--- src/rtl/baby_pkg.sv ---
// rtl/baby_pkg.sv - shared state, opcode and ALU-op constants for the Baby control sequencer
//
// Contents:
//   state_t      sequencer states S_IDLE .. S_HALT
//   OP_*         function-bit (F) opcode values from IR[15:13]
//   ALU_*        accumulator/ALU operation select codes
//   exec_ctl_t   per-opcode execute-cycle controls produced by baby_opcode_decode
package baby_pkg;

    typedef enum logic [2:0] {
        S_IDLE   = 3'd0,
        S_INC    = 3'd1,
        S_FETCH  = 3'd2,
        S_DECODE = 3'd3,
        S_EXEC   = 3'd4,
        S_SKIP   = 3'd5,
        S_HALT   = 3'd6
    } state_t;

    localparam logic [2:0] OP_JMP     = 3'b000;
    localparam logic [2:0] OP_JRP     = 3'b001;
    localparam logic [2:0] OP_LDN     = 3'b010;
    localparam logic [2:0] OP_STO     = 3'b011;
    localparam logic [2:0] OP_SUB     = 3'b100;
    localparam logic [2:0] OP_SUB_ALT = 3'b101;
    localparam logic [2:0] OP_CMP     = 3'b110;
    localparam logic [2:0] OP_STP     = 3'b111;

    localparam logic [2:0] ALU_PASS    = 3'd0;
    localparam logic [2:0] ALU_NEG     = 3'd1;
    localparam logic [2:0] ALU_SUB     = 3'd2;
    localparam logic [2:0] ALU_ADD_PC  = 3'd3;
    localparam logic [2:0] ALU_STORE_A = 3'd4;
    localparam logic [2:0] ALU_NOP     = 3'd7;

    // pc_load is active-high here; the top inverts it onto PC_LOAD_n.
    typedef struct packed {
        logic       mem_rd;
        logic       mem_wr;
        logic       pc_load;
        logic       acc_load;
        logic [2:0] alu_op;
    } exec_ctl_t;

endpackage

--- src/rtl/baby_control_sequencer_if.sv ---
// rtl/baby_control_sequencer_if.sv - control/status bundle between sequencer, front panel and datapath
//
// Signals:
//   RUN, STOP           front-panel levels into the sequencer
//   OPCODE, ACC_NEG     datapath status into the sequencer (IR[15:13], ACC[31])
//   PC_COUNT, PC_LOAD_n, PC_OE_n, MEM_RD, MEM_WR, IR_LOAD, ALU_OP, ACC_LOAD, HALTED
//                       controls out of the sequencer
// Modports:
//   master  the sequencer side
//   slave   the panel/datapath side
interface baby_control_sequencer_if;

    logic       RUN;
    logic       STOP;
    logic [2:0] OPCODE;
    logic       ACC_NEG;

    logic       PC_COUNT;
    logic       PC_LOAD_n;
    logic       PC_OE_n;
    logic       MEM_RD;
    logic       MEM_WR;
    logic       IR_LOAD;
    logic [2:0] ALU_OP;
    logic       ACC_LOAD;
    logic       HALTED;

    modport master (
        input  RUN, STOP, OPCODE, ACC_NEG,
        output PC_COUNT, PC_LOAD_n, PC_OE_n, MEM_RD, MEM_WR, IR_LOAD, ALU_OP, ACC_LOAD, HALTED
    );

    modport slave (
        output RUN, STOP, OPCODE, ACC_NEG,
        input  PC_COUNT, PC_LOAD_n, PC_OE_n, MEM_RD, MEM_WR, IR_LOAD, ALU_OP, ACC_LOAD, HALTED
    );

endinterface

--- src/rtl/baby_opcode_decode.sv ---
// rtl/baby_opcode_decode.sv - combinational opcode to execute-cycle control decode
//
// Ports:
//   opcode  in   3  registered function bits F
//   ctl     out  exec_ctl_t  {mem_rd, mem_wr, pc_load, acc_load, alu_op} for the S_EXEC cycle
// The caller gates ctl with its execute state; this block knows nothing about timing.
module baby_opcode_decode
    import baby_pkg::*;
(
    input  logic [2:0] opcode,
    output exec_ctl_t  ctl
);

    always_comb begin
        ctl = '{mem_rd: 1'b0, mem_wr: 1'b0, pc_load: 1'b0, acc_load: 1'b0, alu_op: ALU_NOP};
        case (opcode)
            OP_JMP: begin
                ctl.mem_rd  = 1'b1;
                ctl.alu_op  = ALU_PASS;
                ctl.pc_load = 1'b1;
            end
            OP_JRP: begin
                ctl.mem_rd  = 1'b1;
                ctl.alu_op  = ALU_ADD_PC;
                ctl.pc_load = 1'b1;
            end
            OP_LDN: begin
                ctl.mem_rd   = 1'b1;
                ctl.alu_op   = ALU_NEG;
                ctl.acc_load = 1'b1;
            end
            OP_STO: begin
                ctl.mem_wr = 1'b1;
                ctl.alu_op = ALU_STORE_A;
            end
            OP_SUB, OP_SUB_ALT: begin
                ctl.mem_rd   = 1'b1;
                ctl.alu_op   = ALU_SUB;
                ctl.acc_load = 1'b1;
            end
            default: ;  // CMP and STP only affect sequencing
        endcase
    end

endmodule

--- src/rtl/baby_control_sequencer.sv ---
// rtl/baby_control_sequencer.sv - fetch/execute control sequencer for the Manchester Baby datapath
//
// Ports:
//   CLK      in   system clock, rising edge
//   RESET_n  in   synchronous active-low reset
//   STEP     in   single-step pulse (only when SINGLE_STEP_EN is defined)
//   bus      baby_control_sequencer_if.master: RUN/STOP/OPCODE/ACC_NEG in, PC/store/IR/ALU controls out
// Optional feature macro: SINGLE_STEP_EN - adds STEP; without RUN the sequencer returns to S_IDLE
// after every instruction and starts the next one on a STEP rising edge.
// All outputs decode from state_q/opcode_q only; ACC_NEG, RUN, STOP and STEP feed next-state only.
module baby_control_sequencer
    import baby_pkg::*;
(
    input  logic                      CLK,
    input  logic                      RESET_n,
`ifdef SINGLE_STEP_EN
    input  logic                      STEP,
`endif
    baby_control_sequencer_if.master  bus
);

    state_t     state_q, state_d;
    logic [2:0] opcode_q, opcode_d;
    exec_ctl_t  dec_ctl;
    logic       start_go;
    logic       continue_go;

`ifdef SINGLE_STEP_EN
    logic step_q, step_d;

    assign step_d      = STEP;
    assign start_go    = bus.RUN | (STEP & ~step_q);
    // Without RUN, each instruction ends back in S_IDLE to wait for the next STEP.
    assign continue_go = bus.RUN & ~bus.STOP;

    always_ff @(posedge CLK) begin
        if (!RESET_n) begin
            step_q <= 1'b0;
        end else begin
            step_q <= step_d;
        end
    end
`else
    assign start_go    = bus.RUN;
    assign continue_go = ~bus.STOP;
`endif

    baby_opcode_decode u_decode (
        .opcode (opcode_q),
        .ctl    (dec_ctl)
    );

    always_ff @(posedge CLK) begin
        if (!RESET_n) begin
            state_q  <= S_IDLE;
            opcode_q <= OP_JMP;
        end else begin
            state_q  <= state_d;
            opcode_q <= opcode_d;
        end
    end

    always_comb begin
        state_d  = state_q;
        opcode_d = opcode_q;
        case (state_q)
            S_IDLE:   if (start_go) state_d = S_INC;
            S_INC:    state_d = S_FETCH;
            S_FETCH:  state_d = S_DECODE;
            S_DECODE: begin
                // IR has been loaded by now; capture F so S_EXEC is independent of the live input.
                opcode_d = bus.OPCODE;
                state_d  = S_EXEC;
            end
            S_EXEC: begin
                // STP is checked first so a simultaneous STOP still lands in S_HALT.
                if (opcode_q == OP_STP) begin
                    state_d = S_HALT;
                end else if (opcode_q == OP_CMP && bus.ACC_NEG) begin
                    state_d = S_SKIP;
                end else if (continue_go) begin
                    state_d = S_INC;
                end else begin
                    state_d = S_IDLE;
                end
            end
            S_SKIP:   state_d = continue_go ? S_INC : S_IDLE;
            S_HALT:   if (!bus.RUN) state_d = S_IDLE;
            default:  state_d = S_IDLE;
        endcase
    end

    logic       pc_count_c, pc_load_c, pc_oe_c, mem_rd_c, mem_wr_c, ir_load_c, acc_load_c, halted_c;
    logic [2:0] alu_op_c;

    always_comb begin
        pc_count_c = 1'b0;
        pc_load_c  = 1'b0;
        pc_oe_c    = 1'b0;
        mem_rd_c   = 1'b0;
        mem_wr_c   = 1'b0;
        ir_load_c  = 1'b0;
        acc_load_c = 1'b0;
        alu_op_c   = ALU_NOP;
        halted_c   = 1'b0;
        case (state_q)
            S_IDLE, S_HALT: halted_c = 1'b1;
            S_INC, S_SKIP:  pc_count_c = 1'b1;
            S_FETCH: begin
                pc_oe_c   = 1'b1;
                mem_rd_c  = 1'b1;
                ir_load_c = 1'b1;
            end
            S_EXEC: begin
                mem_rd_c   = dec_ctl.mem_rd;
                mem_wr_c   = dec_ctl.mem_wr;
                pc_load_c  = dec_ctl.pc_load;
                acc_load_c = dec_ctl.acc_load;
                alu_op_c   = dec_ctl.alu_op;
            end
            default: ;
        endcase
    end

    assign bus.PC_COUNT  = pc_count_c;
    assign bus.PC_LOAD_n = ~pc_load_c;
    assign bus.PC_OE_n   = ~pc_oe_c;
    assign bus.MEM_RD    = mem_rd_c;
    assign bus.MEM_WR    = mem_wr_c;
    assign bus.IR_LOAD   = ir_load_c;
    assign bus.ALU_OP    = alu_op_c;
    assign bus.ACC_LOAD  = acc_load_c;
    assign bus.HALTED    = halted_c;

endmodule

--- src/flat_wrapper.sv ---
// flat-port wrapper written by rule: the top's interface ports become plain ports
module baby_control_sequencer_flat import baby_pkg::*;
  (CLK, RESET_n, bus_RUN, bus_STOP, bus_OPCODE, bus_ACC_NEG, bus_PC_COUNT, bus_PC_LOAD_n, bus_PC_OE_n, bus_MEM_RD, bus_MEM_WR, bus_IR_LOAD, bus_ALU_OP, bus_ACC_LOAD, bus_HALTED);
  baby_control_sequencer_if bus_i ();
  input  logic CLK;
  input  logic RESET_n;
  input wire logic [$bits(bus_i.RUN)-1:0] bus_RUN;
  input wire logic [$bits(bus_i.STOP)-1:0] bus_STOP;
  input wire logic [$bits(bus_i.OPCODE)-1:0] bus_OPCODE;
  input wire logic [$bits(bus_i.ACC_NEG)-1:0] bus_ACC_NEG;
  output wire logic [$bits(bus_i.PC_COUNT)-1:0] bus_PC_COUNT;
  output wire logic [$bits(bus_i.PC_LOAD_n)-1:0] bus_PC_LOAD_n;
  output wire logic [$bits(bus_i.PC_OE_n)-1:0] bus_PC_OE_n;
  output wire logic [$bits(bus_i.MEM_RD)-1:0] bus_MEM_RD;
  output wire logic [$bits(bus_i.MEM_WR)-1:0] bus_MEM_WR;
  output wire logic [$bits(bus_i.IR_LOAD)-1:0] bus_IR_LOAD;
  output wire logic [$bits(bus_i.ALU_OP)-1:0] bus_ALU_OP;
  output wire logic [$bits(bus_i.ACC_LOAD)-1:0] bus_ACC_LOAD;
  output wire logic [$bits(bus_i.HALTED)-1:0] bus_HALTED;
  assign bus_i.RUN = bus_RUN;
  assign bus_i.STOP = bus_STOP;
  assign bus_i.OPCODE = bus_OPCODE;
  assign bus_i.ACC_NEG = bus_ACC_NEG;
  assign bus_PC_COUNT = bus_i.PC_COUNT;
  assign bus_PC_LOAD_n = bus_i.PC_LOAD_n;
  assign bus_PC_OE_n = bus_i.PC_OE_n;
  assign bus_MEM_RD = bus_i.MEM_RD;
  assign bus_MEM_WR = bus_i.MEM_WR;
  assign bus_IR_LOAD = bus_i.IR_LOAD;
  assign bus_ALU_OP = bus_i.ALU_OP;
  assign bus_ACC_LOAD = bus_i.ACC_LOAD;
  assign bus_HALTED = bus_i.HALTED;
  baby_control_sequencer u_core (.CLK(CLK), .RESET_n(RESET_n), .bus(bus_i));
endmodule
--- config.mk ---
export PLATFORM = sky130hd
export DESIGN_NAME = baby_control_sequencer_flat
export DESIGN_NICKNAME = d
export VERILOG_FILES = /design/src/rtl/baby_pkg.sv /design/src/rtl/baby_control_sequencer_if.sv /design/src/rtl/baby_opcode_decode.sv /design/src/rtl/baby_control_sequencer.sv /design/src/flat_wrapper.sv
export SDC_FILE = /design/constraint.sdc
export NUM_CORES = 1
export LEC_CHECK = 0
export ABC_AREA = 1
export ABC_CLOCK_PERIOD_IN_PS = 2800
export CORE_AREA = 10 10 47 49
export DETAILED_ROUTE_END_ITERATION = 12
export DIE_AREA = 0 0 57 59
export GPL_ROUTABILITY_DRIVEN = 0
export MAX_ROUTING_LAYER = met4
export PLACE_DENSITY_LB_ADDON = 0.3
export SLEW_MARGIN = 20
export SYNTH_ARGS = -nofsm -noshare
export SYNTH_HDL_FRONTEND = slang
export SYNTH_SLANG_ARGS = --single-unit
export TNS_END_PERCENT = 10
--- constraint.sdc ---
create_clock -name CLK -period 2.8 [get_ports CLK]
set_clock_uncertainty 0.05 [all_clocks]
set_input_delay 0.84 -clock CLK [delete_from_list [all_inputs] [get_ports CLK]]
set_output_delay 0.84 -clock CLK [all_outputs]
set_load 0.02 [all_outputs]
; Word level (Yosys, flattened, before mapping)
; Index checks and enable logic that the tools add are counted.
[totals]
register_bits = 6
latch_bits = 0
ramBits = 0
mem_bits_ro = 0
out_inout_bits = 11
memories = 0
[classes]
add_sub_neg = 0
mul = 0
n_div = 0
order_cmp = 0
eq_ne = 15
n_shift = 0
mux = 19
bitwise_logic = 2
reduce_logical = 10
[ops]
columns = cell, n
row1 = $eq 3x3->1 const B, 7
row2 = $pmux 3 s7, 1
row3 = $mux 3, 5
row4 = $pmux 3 s5, 1
row5 = $eq 3x2->1 const B, 4
row6 = $mux 1, 11
row7 = $reduce_or 2->1, 4
row8 = $eq 3x1->1 const B, 2
row9 = $logic_not 3->1, 2
row10 = $reduce_or 5->1, 1
row11 = $ne 2x2->1 const B, 2
row12 = $reduce_or 3->1, 1
row13 = $not 1->1, 2
row14 = $pmux 1 s2, 1
row15 = $reduce_and 2->1, 1
row16 = $logic_and 1x1->1, 1

; Logic depth before layout (Yosys ltp)
; Gate-level depths: netlist of the first run.
[depth]
depth_word = 5
mapped_depth = 8
mapped_depth_nobuf = 7

; By module
; From an unflattened synthesis of the first run, not the netlist that was laid out.
[unflattened]
hier_cells = 80
area_unflattened_um2 = 480.5
[modules_own_cells]
columns = module, n_inst, cells_per_inst, area_per_inst_um2
row1 = baby_control_sequencer, 1, 66, 420.4
row2 = baby_opcode_decode, 1, 14, 60.1

; Least setup slack after synthesis of the first run
; No wires, ideal clock.
[synth_timing]
path_kind = reg-to-output
startpoint = register u_core.state_q[1]
endpoint = output port bus_ALU_OP[0]
arrival_ps = 1148
t_required_ps = 1910
slack_ps = 762
stages_incl_launch_ff = 6
path_buffers = 1
path_cell_list = dfxtp_1 -> buf_6 -> nor2_2 -> nand2_2 -> nor3_2 -> nor2_1
[synth_via]
elab_chain_cells = 2
[synth_lines]
columns = element, line_no
row1 = start: declaration, baby_control_sequencer.sv:22  ; state_t state_q, state_d;
row2 = start signal: assignment, baby_control_sequencer.sv:58  ; state_q <= state_d;
row3 = $eq 3x3->1, baby_control_sequencer.sv:106  ; case (state_q)
row4 = $mux 3, baby_control_sequencer.sv:106
row5 = end: declaration, flat_wrapper.sv:17  ; output wire logic [$bits(bus_i.ALU_OP)-1:0] bus_ALU_OP;
; Every way passes these cells.

; Worst setup path in the final report of the first run
[layout_timing]
startpoint = register u_core.state_q[2]
endpoint = output port bus_ACC_LOAD
[layout_via]
elab_chain_cells = 2
[layout_lines]
columns = element, line_no
row1 = $eq 3x3->1, baby_control_sequencer.sv:106
row2 = $mux 1, baby_control_sequencer.sv:106
row3 = end: declaration, flat_wrapper.sv:18  ; output wire logic [$bits(bus_i.ACC_LOAD)-1:0] bus_ACC_LOAD;
; Every way passes these cells.

==> results.toml, run 1 <==
[setup_path]
worstPathArrival_ns = 1.79
path_max_fanout = 6
crit_path_start_kind = "register"
cp.required_ns = 1.91
crit_path_end_kind = "primary output"
critical_path_class = "register to primary output"

[synth]
synth_top_area_share_pct = 27.0
synth_compound_area_share_pct = 23.9
syn_avg_cell_area_sq_um = 6.73
syn_nets = 74
yosysUniqueCellTypes = 22
synth-adder-area-share_pct = 0
synth_xor_area_share_pct = 0
ys_seq_elements = 6
syn-instance-count = 66
yosys.area_share.simple_pct = 38.0
ys_warn_count = 0
synth_area_leader_cell = "dfxtp_1"
synth_top_family_by_area = "simple AND/OR/NAND/NOR gates"
synth_mux_area_share_pct = 0
synth_area_leaders = "dfxtp_1 27%, nand2_1 10%, nor2_1 7.6%, inv_1 6.8%, o211ai_4 4.8%"
seq_area_frac_synth_pct = 27.0
mappedNetlistArea_sq_um = 444

[floorplan]
die_w_um = 57
fp.coreArea_sq_mm = 0.00140
die_area_sq_mm = 0.00336
die_h_um = 59
start_util_pct = 31.7
rows = 14
pin_count = 19

[finish]
nets = 96
utilization_pct = 46.8
syn_to_final_growth_pct = 47.6
antennaDiodeCount = 0
drive_gt1_share_pct = 18.6

[sta]
period_minus_slack_ns = 2.68
max_freq_mhz = 374
finalCritPeriodShare_pct = 95.6
hold_viol_final = 0
slew_viol_final = 0
slew_headroom_pct = 82.4
setup-tns-final_ns = 0
setup_viol = 0
rsz0062_at_grt = "false"
tightest_slew_ns = 0.264

[clocking]
ctsHoldBuffers = 0
cts_made_buffers = 3
cts_resized = 0
cts_max_path_buffers = 2
cts_root_buffer = "clkbuf_4"
clock-sinks = 6
post-cts-setup-buffers = 0
clkTransAtPathRegs_ns = 0.04
cts_tree = "yes"
clock_latency_ns = 0.25
cts_max_level = 1

[flow_run]
max_cap_viol_count = 0

[drt]
antenna_left = 0
routed_via_density = 4.80
drt-total-wl_um = 1200
avgRoutedWirePerCell_um = 11.8
drc = 0
drtIter0Drc = 16
drtPass1Iterations = 4
via_count = 490

[grt]
busiest_layer = "met2"
grtUsageMet3_pct = 3.43
grt_pass1_vias = 485
grt_usage_pct = 7.93
globalRoute.totalOverflow = 0
grt_max_degree = 9
grtUsageMet2_pct = 12.4
grt_pass1_wl_um = 2050
grt_use_met1_pct = 8.00
antenna_found_initial = 0

[run_status]
outcome = "complete, no violations"

[place]
post-dp-hpwl_um = 982
port_buffers = 18

[pwr]
p_per_area_mw_per_mm2 = 441
leakagePower_uw = 0.000258
vdd_ir_drop_max_mv = 0.197

[min_path]
hp-class = "register to register"
==> registers in the layout (all words and copies together), names as in the netlist <==
name and count:
u_core.state_q 3, u_core.opcode_q 3
==> critical path: stages, from the launching register on <==
cell and delay (ns):
dfxtp_1 0.44, inv_2 0.11, nor2_4 0.16, o211ai_4 0.10, a21oi_2 0.10, clkdlybuf4s50_1 0.61
==> metrics by stage <==
step	hold WS, ns	area, sq um	total power (uW)	worst slack [ns]	cells
floorplan	0.435	444	168	0.762	66
global placement	0.479	633	208	0.388	99
detailed placement	0.478	633	209	0.380	99
CTS	0.487	656	292	0.105	102
global route	0.528	656	309	0.0199	102
finish	0.491	656	289	0.124	102
==> layout by cell type (no fill, tap or decap), drive strengths merged <==
cell,instances
clkbuf,3
inv,10
dfxtp,6
o21ai,6
nand3,5
a211oi,1
nor2,11
o22ai,1
nor3,1
nand4,1
nand3b,1
clkdlybuf4s50,18
o211ai,1
a21oi,6
nand2,15
==> power by group <==
| part | leakage, uW | internal, uW | total [uW] | switching, uW |
|---|---|---|---|---|
| logic | 0.000195 | 46.0 | 101 | 54.5 |
| registers | 0.0000490 | 93.1 | 106 | 12.7 |
| clock network | 0.0000138 | 48.7 | 83.1 | 34.4 |
| total | 0.000258 | 188 | 289 | 102 |
==> area by class of cell <==
class / count / area (sq um)
clock buffers: 3 / 22.5
fillers: 155 / 746
inverters: 10 / 37.5
multi-input cells: 49 / 275
flip-flops and latches: 6 / 120
well taps: 16 / 20.0
repair buffers: 18 / 180
==> final timing paths <==
check	startpoint	to	slack, ns	cells past startpoint
worst max-delay path	u_core.state_q[2]	bus_ACC_LOAD	0.12	5
worst min-delay path	u_core.opcode_q[0]	u_core.opcode_q[0]	0.49	2
worst max register to register	u_core.state_q[1]	u_core.state_q[2]	1.72	7
worst min register to register	u_core.opcode_q[0]	u_core.opcode_q[0]	0.49	2
==> cells in the mapped netlist <==
| cell | number |
|---|---|
| nand2_1 | 12 |
| nor2_1 | 9 |
| inv_1 | 8 |
| dfxtp_1 | 6 |
| a21oi_1 | 4 |
| nand3_1 | 4 |
| nand2_2 | 3 |
| o21ai_1 | 3 |
| a21oi_2 | 2 |
| inv_2 | 2 |
| o21ai_0 | 2 |
| a211oi_1 | 1 |
| buf_6 | 1 |
| nand3_2 | 1 |
| nand3b_1 | 1 |
| nand4_1 | 1 |
| nor2_2 | 1 |
| nor2_4 | 1 |
| nor3_2 | 1 |
| o211ai_4 | 1 |
| o21ai_2 | 1 |
| o22ai_1 | 1 |
==> metal layers <==
metal	vias to the layer above	part of all wire [%]
li1	256	-
met2	18	45
met1	212	45
met3	4	8.2
met4	0	1.9
met5	-	0
==> cells by family (layout without fill, tap and decap cells) <==
group           after synthesis  count (layout)
flops                         6               6
buf+inv                      11              31
compound gates               15              15
simple gates                 34              34
Power figures use the tool's default switching activity.
==> run 2: changes to the inputs <==
- SLEW_MARGIN: 20 -> 30
==> results of run 2 <==
The final DEF is identical to that of run 1; final timing and power are the same.
==> run 3: changes to the inputs <==
- CTS_CLUSTER_DIAMETER: unset -> 60
==> results of run 3 <==
The final DEF is identical to that of run 1; final timing and power are the same.
